$ cat src/rtl/disassembler.sv
// disassembler: turns one RV32I instruction word into its assembly text, streamed as one ASCII character per handshake.
module disassembler #(
    parameter int         IMM_HEX_DIGITS = 8,
    parameter int         U_HEX_DIGITS   = 5,
    parameter logic [7:0] EOL_CHAR       = 8'h0A
) (
    input  logic        clk_in,
    input  logic        rst_in,
    input  logic        inst_valid,
    input  logic [31:0] inst_in,
    output logic        inst_ready,
    output logic [7:0]  char_out,
    output logic        char_valid,
    input  logic        char_ready,
    output logic        char_last,
    output logic        error_flag
);
    typedef enum logic [2:0] {S_IDLE, S_MNEM, S_SPACE, S_OPND, S_COMMA, S_SEP, S_EOL, S_DONE} state_t;
    typedef enum logic [2:0] {F_NONE, F_R, F_I, F_SH, F_S, F_B, F_U, F_J} fmt_t;
    state_t      r_state;
    logic [31:0] r_inst, r_sh;
    logic [3:0]  r_idx;
    logic [1:0]  r_slot;
    logic [7:0]  r_char;
    logic        r_valid, r_last, r_err;
    logic [6:0]  w_op, w_f7;
    logic [2:0]  w_f3, w_mpos;
    logic [4:0]  w_rd, w_rs1, w_rs2, w_reg, w_tensv, w_ones;
    logic [55:0] w_mn;
    fmt_t        w_fmt;
    logic        w_ill, w_isimm, w_end;
    logic [1:0]  w_nops, w_tens;
    logic [3:0]  w_mlen, w_ndig, w_nib;
    logic [31:0] w_imm;
    logic [7:0]  w_hex, w_char;
    assign w_op  = r_inst[6:0];
    assign w_rd  = r_inst[11:7];
    assign w_f3  = r_inst[14:12];
    assign w_rs1 = r_inst[19:15];
    assign w_rs2 = r_inst[24:20];
    assign w_f7  = r_inst[31:25];
    // Mnemonics are right-aligned in a 7-char field; anything left as "illegal" carries no operands.
    always_comb begin
        w_mn  = "illegal";
        w_fmt = F_NONE;
        case (w_op)
            7'b0110111: begin w_mn = "lui"; w_fmt = F_U; end
            7'b0010111: begin w_mn = "auipc"; w_fmt = F_U; end
            7'b1101111: begin w_mn = "jal"; w_fmt = F_J; end
            7'b1100111: begin w_fmt = F_I; if (w_f3 == 3'd0) w_mn = "jalr"; end
            7'b1100011: begin
                w_fmt = F_B;
                case (w_f3)
                    3'd0: w_mn = "beq";
                    3'd1: w_mn = "bne";
                    3'd4: w_mn = "blt";
                    3'd5: w_mn = "bge";
                    3'd6: w_mn = "bltu";
                    3'd7: w_mn = "bgeu";
                    default: ;
                endcase
            end
            7'b0000011: begin
                w_fmt = F_I;
                case (w_f3)
                    3'd0: w_mn = "lb";
                    3'd1: w_mn = "lh";
                    3'd2: w_mn = "lw";
                    3'd4: w_mn = "lbu";
                    3'd5: w_mn = "lhu";
                    default: ;
                endcase
            end
            7'b0100011: begin
                w_fmt = F_S;
                case (w_f3)
                    3'd0: w_mn = "sb";
                    3'd1: w_mn = "sh";
                    3'd2: w_mn = "sw";
                    default: ;
                endcase
            end
            7'b0010011: begin
                w_fmt = (w_f3 == 3'd1 || w_f3 == 3'd5) ? F_SH : F_I;
                case (w_f3)
                    3'd0: w_mn = "addi";
                    3'd1: if (w_f7 == 7'h00) w_mn = "slli";
                    3'd2: w_mn = "slti";
                    3'd3: w_mn = "sltiu";
                    3'd4: w_mn = "xori";
                    3'd5: if (w_f7 == 7'h00) w_mn = "srli"; else if (w_f7 == 7'h20) w_mn = "srai";
                    3'd6: w_mn = "ori";
                    default: w_mn = "andi";
                endcase
            end
            7'b0110011: begin
                w_fmt = F_R;
                if (w_f7 == 7'h00) begin
                    case (w_f3)
                        3'd0: w_mn = "add";
                        3'd1: w_mn = "sll";
                        3'd2: w_mn = "slt";
                        3'd3: w_mn = "sltu";
                        3'd4: w_mn = "xor";
                        3'd5: w_mn = "srl";
                        3'd6: w_mn = "or";
                        default: w_mn = "and";
                    endcase
                end else if (w_f7 == 7'h20 && w_f3 == 3'd0) w_mn = "sub";
                else if (w_f7 == 7'h20 && w_f3 == 3'd5) w_mn = "sra";
            end
            default: ;
        endcase
    end
    assign w_ill  = w_mn == "illegal";
    assign w_mlen = w_mn[55:48] != 8'h00 ? 4'd7 : w_mn[47:40] != 8'h00 ? 4'd6 : w_mn[39:32] != 8'h00 ? 4'd5 :
                    w_mn[31:24] != 8'h00 ? 4'd4 : w_mn[23:16] != 8'h00 ? 4'd3 : 4'd2;
    assign w_mpos = 3'(w_mlen - 4'd1 - r_idx);
    assign w_nops = w_ill ? 2'd0 : (w_fmt == F_U || w_fmt == F_J) ? 2'd2 : 2'd3;
    assign w_isimm = (r_slot == 2'd2 && w_fmt != F_R) || (r_slot == 2'd1 && (w_fmt == F_U || w_fmt == F_J));
    assign w_reg = r_slot == 2'd0 ? (w_fmt == F_S ? w_rs2 : w_fmt == F_B ? w_rs1 : w_rd) :
                   r_slot == 2'd1 ? (w_fmt == F_B ? w_rs2 : w_rs1) : w_rs2;
    // Immediates are left-aligned so the shift register always emits its top nibble first.
    assign w_imm = w_fmt == F_U  ? {r_inst[31:12], 12'h000} :
                   w_fmt == F_SH ? {27'h0, r_inst[24:20]} :
                   w_fmt == F_S  ? {{20{r_inst[31]}}, r_inst[31:25], r_inst[11:7]} :
                   w_fmt == F_B  ? {{19{r_inst[31]}}, r_inst[31], r_inst[7], r_inst[30:25], r_inst[11:8], 1'b0} :
                   w_fmt == F_J  ? {{11{r_inst[31]}}, r_inst[31], r_inst[19:12], r_inst[20], r_inst[30:21], 1'b0} :
                   {{20{r_inst[31]}}, r_inst[31:20]};
    assign w_ndig  = w_fmt == F_U ? 4'(U_HEX_DIGITS) : 4'(IMM_HEX_DIGITS);
    assign w_nib   = r_sh[31:28];
    assign w_hex   = {4'h0, w_nib} + (w_nib < 4'd10 ? 8'h30 : 8'h37);
    assign w_tens  = w_reg >= 5'd30 ? 2'd3 : w_reg >= 5'd20 ? 2'd2 : w_reg >= 5'd10 ? 2'd1 : 2'd0;
    assign w_tensv = w_tens == 2'd3 ? 5'd30 : w_tens == 2'd2 ? 5'd20 : w_tens == 2'd1 ? 5'd10 : 5'd0;
    assign w_ones  = w_reg - w_tensv;
    always_comb begin
        w_char = EOL_CHAR;
        w_end  = 1'b1;
        case (r_state)
            S_MNEM: begin
                w_char = w_mn[{w_mpos, 3'b000} +: 8];
                w_end  = r_idx == w_mlen - 4'd1;
            end
            S_SPACE, S_SEP: w_char = " ";
            S_COMMA: w_char = ",";
            S_OPND: begin
                if (w_isimm) begin
                    w_char = r_idx == 4'd0 ? "0" : r_idx == 4'd1 ? "x" : w_hex;
                    w_end  = r_idx == w_ndig + 4'd1;
                end else begin
                    w_char = r_idx == 4'd0 ? "x" : (r_idx == 4'd1 && w_tens != 2'd0) ? 8'h30 + {6'h0, w_tens} : 8'h30 + {3'h0, w_ones};
                    w_end  = r_idx == 4'd2 || (r_idx == 4'd1 && w_tens == 2'd0);
                end
            end
            default: ;
        endcase
    end
    always_ff @(posedge clk_in or posedge rst_in) begin
        if (rst_in) begin
            r_state <= S_IDLE;
            r_inst  <= '0;
            r_sh    <= '0;
            r_idx   <= '0;
            r_slot  <= '0;
            r_char  <= '0;
            r_valid <= 1'b0;
            r_last  <= 1'b0;
            r_err   <= 1'b0;
        end else begin
            r_err <= 1'b0;
            if (r_state == S_IDLE) begin
                if (inst_valid) begin
                    r_inst  <= inst_in;
                    r_state <= S_MNEM;
                    r_idx   <= '0;
                    r_slot  <= '0;
                end
            end else if (!r_valid || char_ready) begin
                if (r_state == S_DONE) begin
                    r_state <= S_IDLE;
                    r_valid <= 1'b0;
                    r_last  <= 1'b0;
                end else begin
                    r_char  <= w_char;
                    r_valid <= 1'b1;
                    r_last  <= r_state == S_EOL;
                    r_err   <= r_state == S_MNEM && !r_valid && w_ill;
                    r_idx   <= w_end ? 4'd0 : r_idx + 4'd1;
                    case (r_state)
                        S_MNEM: begin
                            r_sh <= w_imm;
                            if (w_end) r_state <= w_nops == 2'd0 ? S_EOL : S_SPACE;
                        end
                        S_SPACE: r_state <= S_OPND;
                        S_OPND: begin
                            if (w_isimm && r_idx >= 4'd2) r_sh <= r_sh << 4;
                            if (w_end) r_state <= r_slot == w_nops - 2'd1 ? S_EOL : S_COMMA;
                        end
                        S_COMMA: r_state <= S_SEP;
                        S_SEP: begin
                            r_state <= S_OPND;
                            r_slot  <= r_slot + 2'd1;
                        end
                        S_EOL: r_state <= S_DONE;
                        default: ;
                    endcase
                end
            end
        end
    end
    assign inst_ready = r_state == S_IDLE;
    assign char_out   = r_char;
    assign char_valid = r_valid;
    assign char_last  = r_last;
    assign error_flag = r_err;
endmodule

$ cat config.mk
export PLATFORM = sky130hd
export DESIGN_NAME = disassembler
export DESIGN_NICKNAME = d
export VERILOG_FILES = /design/src/rtl/disassembler.sv
export SDC_FILE = /design/constraint.sdc
export NUM_CORES = 1
export LEC_CHECK = 0
export ABC_CLOCK_PERIOD_IN_PS = 4300
export BUFFER_PORTS_ARGS = -buffer_cell sky130_fd_sc_hd__buf_2
export CORE_UTILIZATION = 25
export DETAILED_ROUTE_END_ITERATION = 6
export HOLD_SLACK_MARGIN = 0.1
export SETUP_SLACK_MARGIN = 0.5
export SYNTH_ARGS = -nofsm -noshare
export SYNTH_HDL_FRONTEND = slang
export SYNTH_SLANG_ARGS = --single-unit
$ cat constraint.sdc
create_clock -name clk_in -period 4.3 [get_ports clk_in]
set_input_delay 0.215 -clock clk_in [delete_from_list [all_inputs] [get_ports clk_in]]
set_output_delay 0.215 -clock clk_in [all_outputs]
set_load 0.005 [all_outputs]
==> run metrics <==
status=finished, final reports clean; yosys warns=0; RSZ-0062 raised after global routing=true; vias in the first global route=6615; die area=26560 sq um; required time of the critical path=4540 ps; DPL Wire Length=17390 microns; CTS tree=yes; clock sink count=between 80 and 90; skew final=slightly above 9 ps; sequential cell area fraction in the yosys report=32.06%; CP Class=reg2reg; Reg2Reg Capture Point=char_out[0]; Seq cells post-synth=83; P_leak=about 3.4 nW; overall routing resource usage=between 10% and 20%; slew of the pin with the lowest slew margin=1071 ps; area grow syn2layout=31.60%; CTS Root Cell=clkbuf_16; Crit-path slowest cell=fa_2; Placeable Area=around 25000 sq um; initial antenna violation count=0; max incr delay on CP=roughly 600 ps; Final setup viols=0; R2R depth=13; top_reg_cell synth=dfrtp_1; worst path cell trace=or4_4 -> o41ai_4 -> nor2_2 -> or3_4 -> nor2_4 -> ha_4 -> fa_2 -> and2_4 -> o21ai_2 -> or4_1 -> nand4_1 -> a21oi_1 -> a221o_1; final setup margin=about 270 ps; clk slew on worst S/H paths=70 ps; Tcrit/Tclk final=93.71%; post-synth cell types=between 80 and 90; CP Capture Type=flop; commonest cells after routing, fill and taps aside=90 x nand2_1, 88 x a21oi_1, 86 x buf_4; CTS Buf Count=9; Via density=5.522; fraction of layout cells with a size suffix above 1=approximately 28%; min-delay worst type=in2reg; synthesized area per cell=7.940 sq um; Slew Viols, Final=0; CP endpoint=char_out[0]; WL per Instance=18.82 microns; hold_sp=inst_in[11]; vias after detailed routing=6974; Synthesized Nets=870; Nets=983; clock buffer depth=2; Initial Utilization=roughly a quarter; GRT overflow=0; Fill cells=2614; Top Family by Delay on Critical Path=simple AND/OR/NAND/NOR gates; Levels on crit path=13; final RePlAce weighted congestion=0.9902; P per Cell Area=846.7 nW/um^2; CP Max Fanout=5; Setup crit start=r_inst[28]; Final Hold Viols=0; worst vdd ir=0.3526 mV; Gate Count Post-Synth=between 800 and 900; drt first-iter violations=736; commonest non-fill, non-tap cell in the layout=nand2_1; clock latency at the later pin of the worst-skew pair=350 ps; Rel. slew slack=27.61%; largest net degree at the start of global routing=65; H-tree depth=3; Final ANT Viol Nets=0; first-pass GRT wire length=37340 microns; Vert. Die Dim=163.0 microns; Rows=58; IO Port Bufs=46; Synth area leader=dfrtp_1; pre-CTS setup slack=131.7 ps; reg2reg start=r_inst[28]; area share of the largest cell type after synthesis=32.06%; final wirelength=23780 microns; # diodes=0; num ports=48; flop-to-flop setup slack=270 ps; Die W=163.0 microns; number of buffers and inverters on the critical path=0; MaxCap Viol Count=0; WP data arrival=4270 ps; fraction of synthesis flops using an asynchronous set or reset pin=between 90% and 100%; main area contributors after synthesis=dfrtp_1 32%, a21oi_1 7.0%, nand2_1 5.4%, mux2_2 5.4%, o21ai_0 5.3%; Post-synth EDFFs=0; setup tns final=0 ps; FMAX=roughly 0.25 GHz; Pre-antenna DRT Iters=5; synthesized area=6479 sq um; Tmin final=4030 ps; drt drc=0; Startpoint Class=flop
worst min path at each step:
stage	endpoint	slack, ps	cells past startpoint
after floorplan	r_inst[13]	330	2
after global placement	r_sh[10]	320	2
after detailed placement	r_sh[10]	320	2
after CTS	r_inst[11]	100	2
after global routing	r_inst[11]	120	2
final	r_inst[11]	110	2
registers in the layout (all words and copies together), names as in the netlist:
register    count
char_last       1
char_out        7
char_valid      1
error_flag      1
r_idx           4
r_inst         32
r_sh           32
r_slot          2
r_state         3
cells in the mapped netlist (all sizes together), types with 3 or more instances:
library cell and instances:
a2111oi 6, a211o 3, a211oi 7, a21o 6, a21oi 90, a221o 3, a221oi 3, a22o 5
a22oi 10, a311oi 3, a31oi 9, a32oi 5, and2 6, and3 5, buf 11, clkbuf 53
dfrtp 83, ha 16, inv 16, mux2 32, mux2i 11, nand2 93, nand2b 15, nand3 17
nand4 9, nand4b 3, nor2 80, nor2b 13, nor3 25, nor4 8, o211ai 7, o21a 6
o21ai 71, o21bai 4, o221ai 4, o22ai 6, o311ai 3, o31ai 8, or2 8, or3 4
or4 7, xor2 3
repair_timing:
action                                  CTS  global route
pin swaps                                14            37
endpoints found under the setup margin    7             8
hold buffers                             29             0
buffers inserted                          7            15
gates resized for setup                  20            58
hold endpoints to repair                 65             0
kinds of logic after synthesis:
logic type      Yosys count  synth area share (%)
simple gates            305                 23.43
mux                      43                 7.261
compound gates          279                 27.40
xor+xnor                  6                 1.024
other cells               1               0.05788
fa+ha+maj                19                 3.862
buf+inv                  80                 4.905
flops                    83                 32.06
per-stage QoR:
| stage | hold slack [ps] | area, sq um | util, % | instances | total power, mW |
|---|---|---|---|---|---|
| floorplan | 331.8 | 6525 | - | 816 | 4.245 |
| global placement | 315.7 | 7451 | 29.42 | 1197 | 5.687 |
| detailed placement | 318.5 | 7451 | 29.42 | 1197 | 5.711 |
| CTS | 102.3 | 8149 | 32.18 | 1248 | 6.653 |
| global route | 122.8 | 8526 | 33.66 | 1263 | 7.732 |
| finish | 114.2 | 8526 | 33.66 | 1263 | 7.219 |
power breakdown:
| group | internal, mW | switching [mW] | total, mW |
|---|---|---|---|
| clock network | 0.395 | 0.344 | 0.739 |
| registers | 1.12 | 0.477 | 1.60 |
| logic | 2.15 | 2.73 | 4.88 |
final cells by class:
type / count / area (sq um) / area share (%)
Clock buffer: 9 / 225.2 / 2.642
Timing Repair Buffer: 166 / 1225 / 14.37
Inverter: 16 / 61.31 / 0.7191
Clock inverter: 6 / 48.80 / 0.5724
Sequential cell: 83 / 2083 / 24.44
Tap cell: 330 / 412.9 / 4.843
Multi-Input combinational cell: 653 / 4469 / 52.42
routing by layer:
metal | up-vias | part of all wire, % | global-route usage, %
li1 | 3236 | - | -
met1 | 3334 | 45 | 25.45
met2 | 348 | 44 | 27.78
met3 | 56 | 8.1 | 3.183
met4 | 0 | 2.8 | 5.395
met5 | - | 0 | 0
Power figures use the tool's default switching activity.
